===== src/rtl/vga_glyph_serializer.sv =====
// vga_glyph_serializer
//   Takes one character cell per handshake, fetches its font byte from the
//   8x14 font RAM and serialises it MSB-first into 4-bit colour indices.
//   A single-entry hold register sits between the fetch and the shifter, so
//   the next glyph is fetched while the current one shifts out. With a
//   continuous supply of cells the pixel stream has no gaps.
//
//   Optional feature macro: VGA_GLYPH_CURSOR_EN
//     defined   : cursor cells on rows CURSOR_START..CURSOR_END show a solid
//                 foreground bar
//     undefined : char_cursor is ignored and no cursor comparator is built
//
//   Fetch FSM states:
//     state  | meaning
//     F_IDLE | no fetch in flight, a new cell may be accepted
//     F_ADDR | font_a is presented, RAM samples it on the next edge
//     F_DATA | font_dr is valid, captured into hold on the next edge
module vga_glyph_serializer #(
  parameter int          FONT_HEIGHT  = 14,
  parameter logic [12:0] FONT_BASE    = 13'h0,
  parameter int          CURSOR_START = 12,
  parameter int          CURSOR_END   = 13
) (
  input  logic        sys_clk,
  input  logic        sys_rst,
  input  logic        char_valid,
  output logic        char_ready,
  input  logic [7:0]  char_code,
  input  logic [7:0]  char_attr,
  input  logic [3:0]  char_row,
  input  logic        char_cursor,
  output logic [12:0] font_a,
  input  logic [7:0]  font_dr,
  output logic        pix_valid,
  input  logic        pix_ready,
  output logic [3:0]  pix_color,
  output logic        pix_last
);

  typedef enum logic [1:0] {
    F_IDLE = 2'd0,
    F_ADDR = 2'd1,
    F_DATA = 2'd2
  } fetch_t;

  fetch_t      fetch_state;
  logic [7:0]  f_attr;
  logic        f_blank;

  logic [7:0]  hold_byte;
  logic [7:0]  hold_attr;
  logic        hold_valid;

  logic [7:0]  sh_glyph;
  logic [7:0]  sh_attr;
  logic [2:0]  sh_idx;
  logic        sh_valid;

  logic        fetch_busy;
  logic        accept;
  logic        capture;
  logic        fire;
  logic        at_last;
  logic        load;
  logic        row_bad;
  logic [7:0]  cap_byte;

  logic [12:0] code_ext;
  logic [12:0] code_scaled;
  logic [12:0] next_addr;

  assign code_ext = {5'b0, char_code};

  // Glyph base offset: the default 14-line font uses 16x-2x instead of a multiplier.
  generate
    if (FONT_HEIGHT == 14) begin : g_scale_shift
      assign code_scaled = (code_ext << 4) - (code_ext << 1);
    end else begin : g_scale_mul
      assign code_scaled = code_ext * 13'(FONT_HEIGHT);
    end
  endgenerate

  // Address arithmetic wraps modulo 8192 by construction of the 13-bit sum.
  assign next_addr = code_scaled + {9'b0, char_row} + FONT_BASE;
  assign row_bad   = ({1'b0, char_row} >= 5'(FONT_HEIGHT));

  assign fetch_busy = (fetch_state != F_IDLE);
  assign char_ready = ~sys_rst & ~fetch_busy & ~hold_valid;
  assign accept     = char_valid & char_ready;
  assign capture    = (fetch_state == F_DATA);

  assign at_last = (sh_idx == 3'd7);
  assign fire    = sh_valid & pix_ready;
  // Refill from hold when the shifter is empty or its last pixel leaves this edge.
  assign load    = hold_valid & (~sh_valid | (fire & at_last));

`ifdef VGA_GLYPH_CURSOR_EN
  logic f_bar;
  logic cursor_hit;

  assign cursor_hit = char_cursor
                    & ({1'b0, char_row} >= 5'(CURSOR_START))
                    & ({1'b0, char_row} <= 5'(CURSOR_END));

  // Cursor flag travels with the fetch so it is applied to the matching byte.
  always_ff @(posedge sys_clk or posedge sys_rst) begin
    if (sys_rst) begin
      f_bar <= 1'b0;
    end else if (accept) begin
      f_bar <= cursor_hit;
    end
  end

  // Out-of-range rows win over the cursor bar.
  always_comb begin
    cap_byte = font_dr;
    if (f_bar)   cap_byte = 8'hFF;
    if (f_blank) cap_byte = 8'h00;
  end
`else
  logic unused_cursor;
  localparam int unused_cursor_span = CURSOR_END - CURSOR_START;

  assign unused_cursor = char_cursor;

  // Font byte straight from RAM unless the row lies outside the glyph.
  always_comb begin
    cap_byte = font_dr;
    if (f_blank) cap_byte = 8'h00;
  end
`endif

  // Fetch sequencer: register the address on accept, then wait out the RAM read.
  always_ff @(posedge sys_clk or posedge sys_rst) begin
    if (sys_rst) begin
      fetch_state <= F_IDLE;
      font_a      <= 13'h0;
      f_attr      <= 8'h00;
      f_blank     <= 1'b0;
    end else begin
      case (fetch_state)
        F_IDLE: begin
          if (accept) begin
            font_a      <= next_addr;
            f_attr      <= char_attr;
            f_blank     <= row_bad;
            fetch_state <= F_ADDR;
          end
        end
        F_ADDR:  fetch_state <= F_DATA;
        F_DATA:  fetch_state <= F_IDLE;
        default: fetch_state <= F_IDLE;
      endcase
    end
  end

  // Hold register: capture wins over the clear, so a same-edge load and capture keeps the new byte.
  always_ff @(posedge sys_clk or posedge sys_rst) begin
    if (sys_rst) begin
      hold_byte  <= 8'h00;
      hold_attr  <= 8'h00;
      hold_valid <= 1'b0;
    end else if (capture) begin
      hold_byte  <= cap_byte;
      hold_attr  <= f_attr;
      hold_valid <= 1'b1;
    end else if (load) begin
      hold_valid <= 1'b0;
    end
  end

  // Pixel shifter: index advances only on a consumed pixel, empties after the 8th.
  always_ff @(posedge sys_clk or posedge sys_rst) begin
    if (sys_rst) begin
      sh_glyph <= 8'h00;
      sh_attr  <= 8'h00;
      sh_idx   <= 3'd0;
      sh_valid <= 1'b0;
    end else if (load) begin
      sh_glyph <= hold_byte;
      sh_attr  <= hold_attr;
      sh_idx   <= 3'd0;
      sh_valid <= 1'b1;
    end else if (fire) begin
      if (at_last) begin
        sh_valid <= 1'b0;
      end else begin
        sh_idx <= sh_idx + 3'd1;
      end
    end
  end

  assign pix_valid = sh_valid;
  assign pix_color = sh_glyph[3'd7 - sh_idx] ? sh_attr[3:0] : sh_attr[7:4];
  assign pix_last  = sh_valid & at_last;

endmodule


===== config.mk =====
export PLATFORM = sky130hd
export DESIGN_NAME = vga_glyph_serializer
export DESIGN_NICKNAME = d
export VERILOG_FILES = /design/src/rtl/vga_glyph_serializer.sv
export SDC_FILE = /design/constraint.sdc
export NUM_CORES = 1
export LEC_CHECK = 0
export ABC_AREA = 0
export ABC_CLOCK_PERIOD_IN_PS = 3700
export CORE_MARGIN = 1.5
export CORE_UTILIZATION = 55
export DETAILED_ROUTE_END_ITERATION = 8
export PLACE_DENSITY = 0.83
export SYNTH_ARGS = -nofsm -noshare
export SYNTH_HDL_FRONTEND = slang
export SYNTH_SLANG_ARGS = --single-unit
export TNS_END_PERCENT = 30

===== constraint.sdc =====
create_clock -name sys_clk -period 3.7 [get_ports sys_clk]
set_input_delay 0.74 -clock sys_clk [delete_from_list [all_inputs] [get_ports sys_clk]]
set_output_delay 0.74 -clock sys_clk [all_outputs]
set_load 0.02 [all_outputs]

# ---- Yosys cells after proc, flatten, opt, wreduce, memory -nomap -nowiden
# Index checks and enable logic that the tools add are counted.
dict set report word_totals {
  reg_bits 61
  output_inout_bits 20
  input_bits 33
  elab_cells 56
}
dict set report classes {
  bitwise 12
  addsub 4
  muxes 14
  n_lt_le_gt_ge 2
  eq_ne 5
  reduce_logical 8
}
# operator count
set ops {}
lappend ops {{$add A13 B4 Y13} 1}
lappend ops {{$sub A12 B9 Y13} 1}
lappend ops {{$mux W3} 3}
lappend ops {{$mux W8} 1}
lappend ops {{$reduce_bool A2 Y1} 4}
lappend ops {{$and A1 B1 Y1} 7}
lappend ops {{$mux W1} 6}
lappend ops {{$reduce_and A2 Y1} 3}
lappend ops {{$ge A4 B4 Y1 const B} 1}
lappend ops {{$lt A3 B4 Y1 const B} 1}
lappend ops {{$mux W4} 1}
lappend ops {{$not A1 Y1} 4}
lappend ops {{$pmux W2 S2} 1}
lappend ops {{$add A3 B1 Y3 const B} 1}
lappend ops {{$bmux W1 S3} 1}
lappend ops {{$eq A3 B3 Y1 const B} 1}
lappend ops {{$sub A3 B3 Y3 const A} 1}
lappend ops {{$eq A2 B1 Y1 const B} 1}
lappend ops {{$eq A2 B2 Y1 const B} 1}
lappend ops {{$logic_not A2 Y1} 1}
lappend ops {{$mux W2} 1}
lappend ops {{$ne A2 B1 Y1 const B} 1}
lappend ops {{$ne A2 B2 Y1 const B} 1}
lappend ops {{$or A1 B1 Y1} 1}

# ---- Longest topological paths before layout
dict set report logic_depth {
  ltp_word 7
  mapped_depth 8
  depth_no_buf 8
}

# ---- Least setup slack after synthesis
# No wires, ideal clock.
dict set report synth_timing {
  kind {register to output}
  startpoint {reg sh_idx[0]}
  endpoint {out pix_color[0]}
  stages_incl_launch_ff 4
  t_required_ns 2.960
  t_arrival_ns 1.604
  n_path_buf 0
  slack_ns 1.356
  path_cell_list {dfrtp_1 -> mux4_1 -> mux2i_4 -> mux2_2}
}
dict set report synth_via {
  elab_chain_len 4
}
# item line
set synth_lines {}
lappend synth_lines {{start, declared} 56} ;# logic [2:0] sh_idx;
lappend synth_lines {{start signal, assigned} 188} ;# sh_idx <= sh_idx + 3'd1;
lappend synth_lines {{$sub A3 B3 Y3} 194} ;# assign pix_color = sh_glyph[3'd7 - sh_idx] ? sh_attr[3:0] : sh_attr[7:4];
lappend synth_lines {{$bmux W1 S3} 194}
lappend synth_lines {{$mux W1 (not written as such)} 194}
lappend synth_lines {{$mux W4} 194}
lappend synth_lines {{end, declared} 36} ;# output logic [3:0] pix_color,
# No other way between the ends. The select of a mux whose other input is x is not followed.

# ---- Worst setup path in the final report
dict set report layout_timing {
  startpoint {reg sh_idx[1]}
  endpoint {out pix_color[1]}
}
# The elaborated chain is that of the path after synthesis.

==> out/qor.txt <==
die area: 5790 um2
crit start category: flop
fin crit share: 0.887
first-pass GRT wire length: 9610 um
TNS Setup: 0 ns
Seq/Total Area, Yosys: 0.519
Final WS setup: 0.420 ns
Logic pwr share: 0.384
slew at the pin with the worst max-slew slack: 0.947 ns
Critical path buffers and inverters: 1
clock skew: 0.00771 ns
CTS Hold Bufs: 0
depth of the CTS H-tree: 3
Worst Path Arrival: 2.54 ns
post-route ant nets: 0
later-pin clock latency in the skew report: 0.32 ns
Top FF cell, synth: dfrtp_1
Starting Density: 0.572
TritonCTS clock tree: done
flop2flop setup slack: 1.33 ns
CP Max Fanout: 5
crit path cell chain: mux4_1 -> mux2i_4 -> mux2_2 -> clkdlybuf4s50_1
Max clock buf depth: 2
Avg Inst Size Synth: 11.1 um2
critical path's top delay family: multiplexers
Antenna diodes: 0
Synth Instances: 266
grt total ovfl: 0
CP startpoint: sh_idx[1]
# setup viols final: 0
share of post-route cells with drive strength above 1: 0.162
FF+latch area: 1530 um2
status: finished, final reports clean
Root Buffer: clkbuf_8
worst min-delay path class: reg2reg
routing usage on met1: 0.277
Post-synth EDFFs: 0
Worst setup EP type: output port
DRT Pass-1 Iters: 4
Resized Gates After CTS: 0
register share of total power: 0.435
Unique masters post-synth: 38
clock network power share: 0.180
R2R Path End: sh_attr[5]
Reg-to-Reg Start: sh_idx[0]
CP peak stage delay: 0.62 ns
vias in the first global route: 2104
switching pwr: 876 uW
pwr dens: 715 nW/um2
Sw Share: 0.334
Leak: 0.00174 uW
GP Congestion: 0.821
drt wl/cell: 13.9 um
met3 usage: 0.0383
area occupied by multi-input gates: 1320 um2
Post-Syn Nets: 310
Top Usage Layer GRT: met2
final hold vios: 0
total CTS buffers: 9
hold path cells: 1
hpwl dp: 4020 um
DR vias/cell: 5.22
relative slew slack: 0.368
Syn-to-layout area delta: 24.8%
Worst Path Required: 2.96 ns
Worst-path clk slew: 0.06 ns
worst reg2reg path depth: 5
yosys warns: 0
DRT Wirelength: 5520 um
Max VDD drop: 0.405 mV
initial antenna violation count: 0
synthesized cell area: 2940 um2
Tot GR Track Use: 0.211
largest net degree at the start of global routing: 35
RSZ-0062 raised after global routing: no
met2 usage: 0.335
total number of cells along the worst setup path: 4
CORE AREA: 5140 um2
Tmin final: 3.28 ns
cell internal pwr: 1750 uW
Die Y: 76.1 um
CP endpoint: pix_color[1]
FF+latch count, synth: 61
final-report max-slew violation count: 0
# fillers: 425
Setup Buffers After CTS: 0
clock sinks: 61
Layout Utilization: 0.714
Slowest-stage cell, CP: mux4_1
kind of critical path: reg2out
Synth async-reset ratio: 1.00
fmax: 305 MHz
vias: 2074
standard-cell row count: 26
I/O Buffers: 51
DRC Markers: 0
Post-layout nets: 366
Die W: 76.1 um
Max Cap Viol: 0
drt initial violations: 136
pre-CTS WS: 0.760 ns
io pins: 53
==> registers in the layout (all words and copies together) (netlist names) <==
signal,flops
font_a,13
pix_valid,1
sh_glyph,8
f_attr,8
sh_attr,8
hold_byte,8
f_blank,1
fetch_state,2
sh_idx,3
hold_valid,1
hold_attr,8
==> placed cells by master, fill, tap and decap left out, types with 2 or more instances in the layout <==
master           netlist  final
mux2_2                30     30
a22o_1                 3      3
xor2_1                 5      5
a21o_1                 2      2
ha_1                  11     11
clkinv_2               0      2
nor3_1                 2      2
nand2_1               52     52
clkbuf_1               4      5
clkbuf_8               0      9
nor2_1                 6      6
dfrtp_1               61     61
xnor2_1                6      6
o21ai_0               20     20
nand3_1                3      3
nand2b_1              12     12
clkdlybuf4s50_1        0     51
nor2b_1                4      4
mux4_1                 2      2
inv_1                 14     13
a21oi_1                5      5
buf_4                  2      3
a31oi_1                2      2
==> worst min-delay path by stage <==
stage                    from             end
3_3_place_gp   fetch_state[1]  fetch_state[1]
6_report       fetch_state[1]  fetch_state[1]
3_5_place_dp   fetch_state[1]  fetch_state[1]
5_1_grt             f_attr[5]       f_attr[5]
4_1_cts        fetch_state[1]  fetch_state[1]
2_1_floorplan       f_attr[0]       f_attr[0]
==> synthesized netlist by cell type (2+ instances only) <==
master	count	share of area
dfrtp_1	61	0.52
nand2_1	52	0.066
mux2_2	30	0.11
o21ai_0	20	0.034
inv_1	14	0.018
nand2b_1	12	0.026
ha_1	11	0.047
nor2_1	6	0.0077
xnor2_1	6	0.018
a21oi_1	5	0.0085
xor2_1	5	0.015
clkbuf_1	4	0.0051
nor2b_1	4	0.0085
a22o_1	3	0.0089
buf_2	3	0.0051
nand3_1	3	0.0051
a21o_1	2	0.0051
a31oi_1	2	0.0043
buf_4	2	0.0051
mux4_1	2	0.018
nor3_1	2	0.0034
==> cell type report <==
class / instances / share of cell area
repair buffers: 54 / 0.145
clock buffers: 14 / 0.0389
multi-input cells: 182 / 0.359
flip-flops and latches: 61 / 0.416
well taps: 70 / 0.0239
inverters: 14 / 0.0143
clock inverters: 2 / 0.00273
==> power groups by stage <==
stage	Combinational [uW]	Clock, uW	Sequential [uW]
finish	1010	473	1140
detailed placement	1010	0	1150
CTS	1020	481	1140
global placement	976	0	1130
floorplan	600	0	1180
global route	1100	513	1180
==> metal layers <==
layer / vias up / part of all wire
met5: - / 0
met4: 0 / 0.021
met2: 47 / 0.49
li1: 1018 / -
met1: 999 / 0.46
met3: 10 / 0.034
==> kinds of logic after synthesis <==
kind of cell	after synthesis	share of synthesized area
compound gates	39	0.0847
xor+xnor	11	0.0328
fa+ha+maj	11	0.0468
buf+inv	23	0.0332
flops	61	0.519
mux	34	0.144
simple gates	87	0.140
==> through the flow <==
stage / hold slack (ns) / instance area (um2) / total power, uW / instances
after floorplan: 0.442 / 2940 / 1780 / 266
after global placement: 0.455 / 3520 / 2110 / 381
after detailed placement: 0.461 / 3520 / 2160 / 381
after CTS: 0.469 / 3670 / 2640 / 397
after global routing: 0.502 / 3670 / 2800 / 397
final: 0.472 / 3670 / 2620 / 397
No activity file was read; power rests on OpenSTA's default activity.
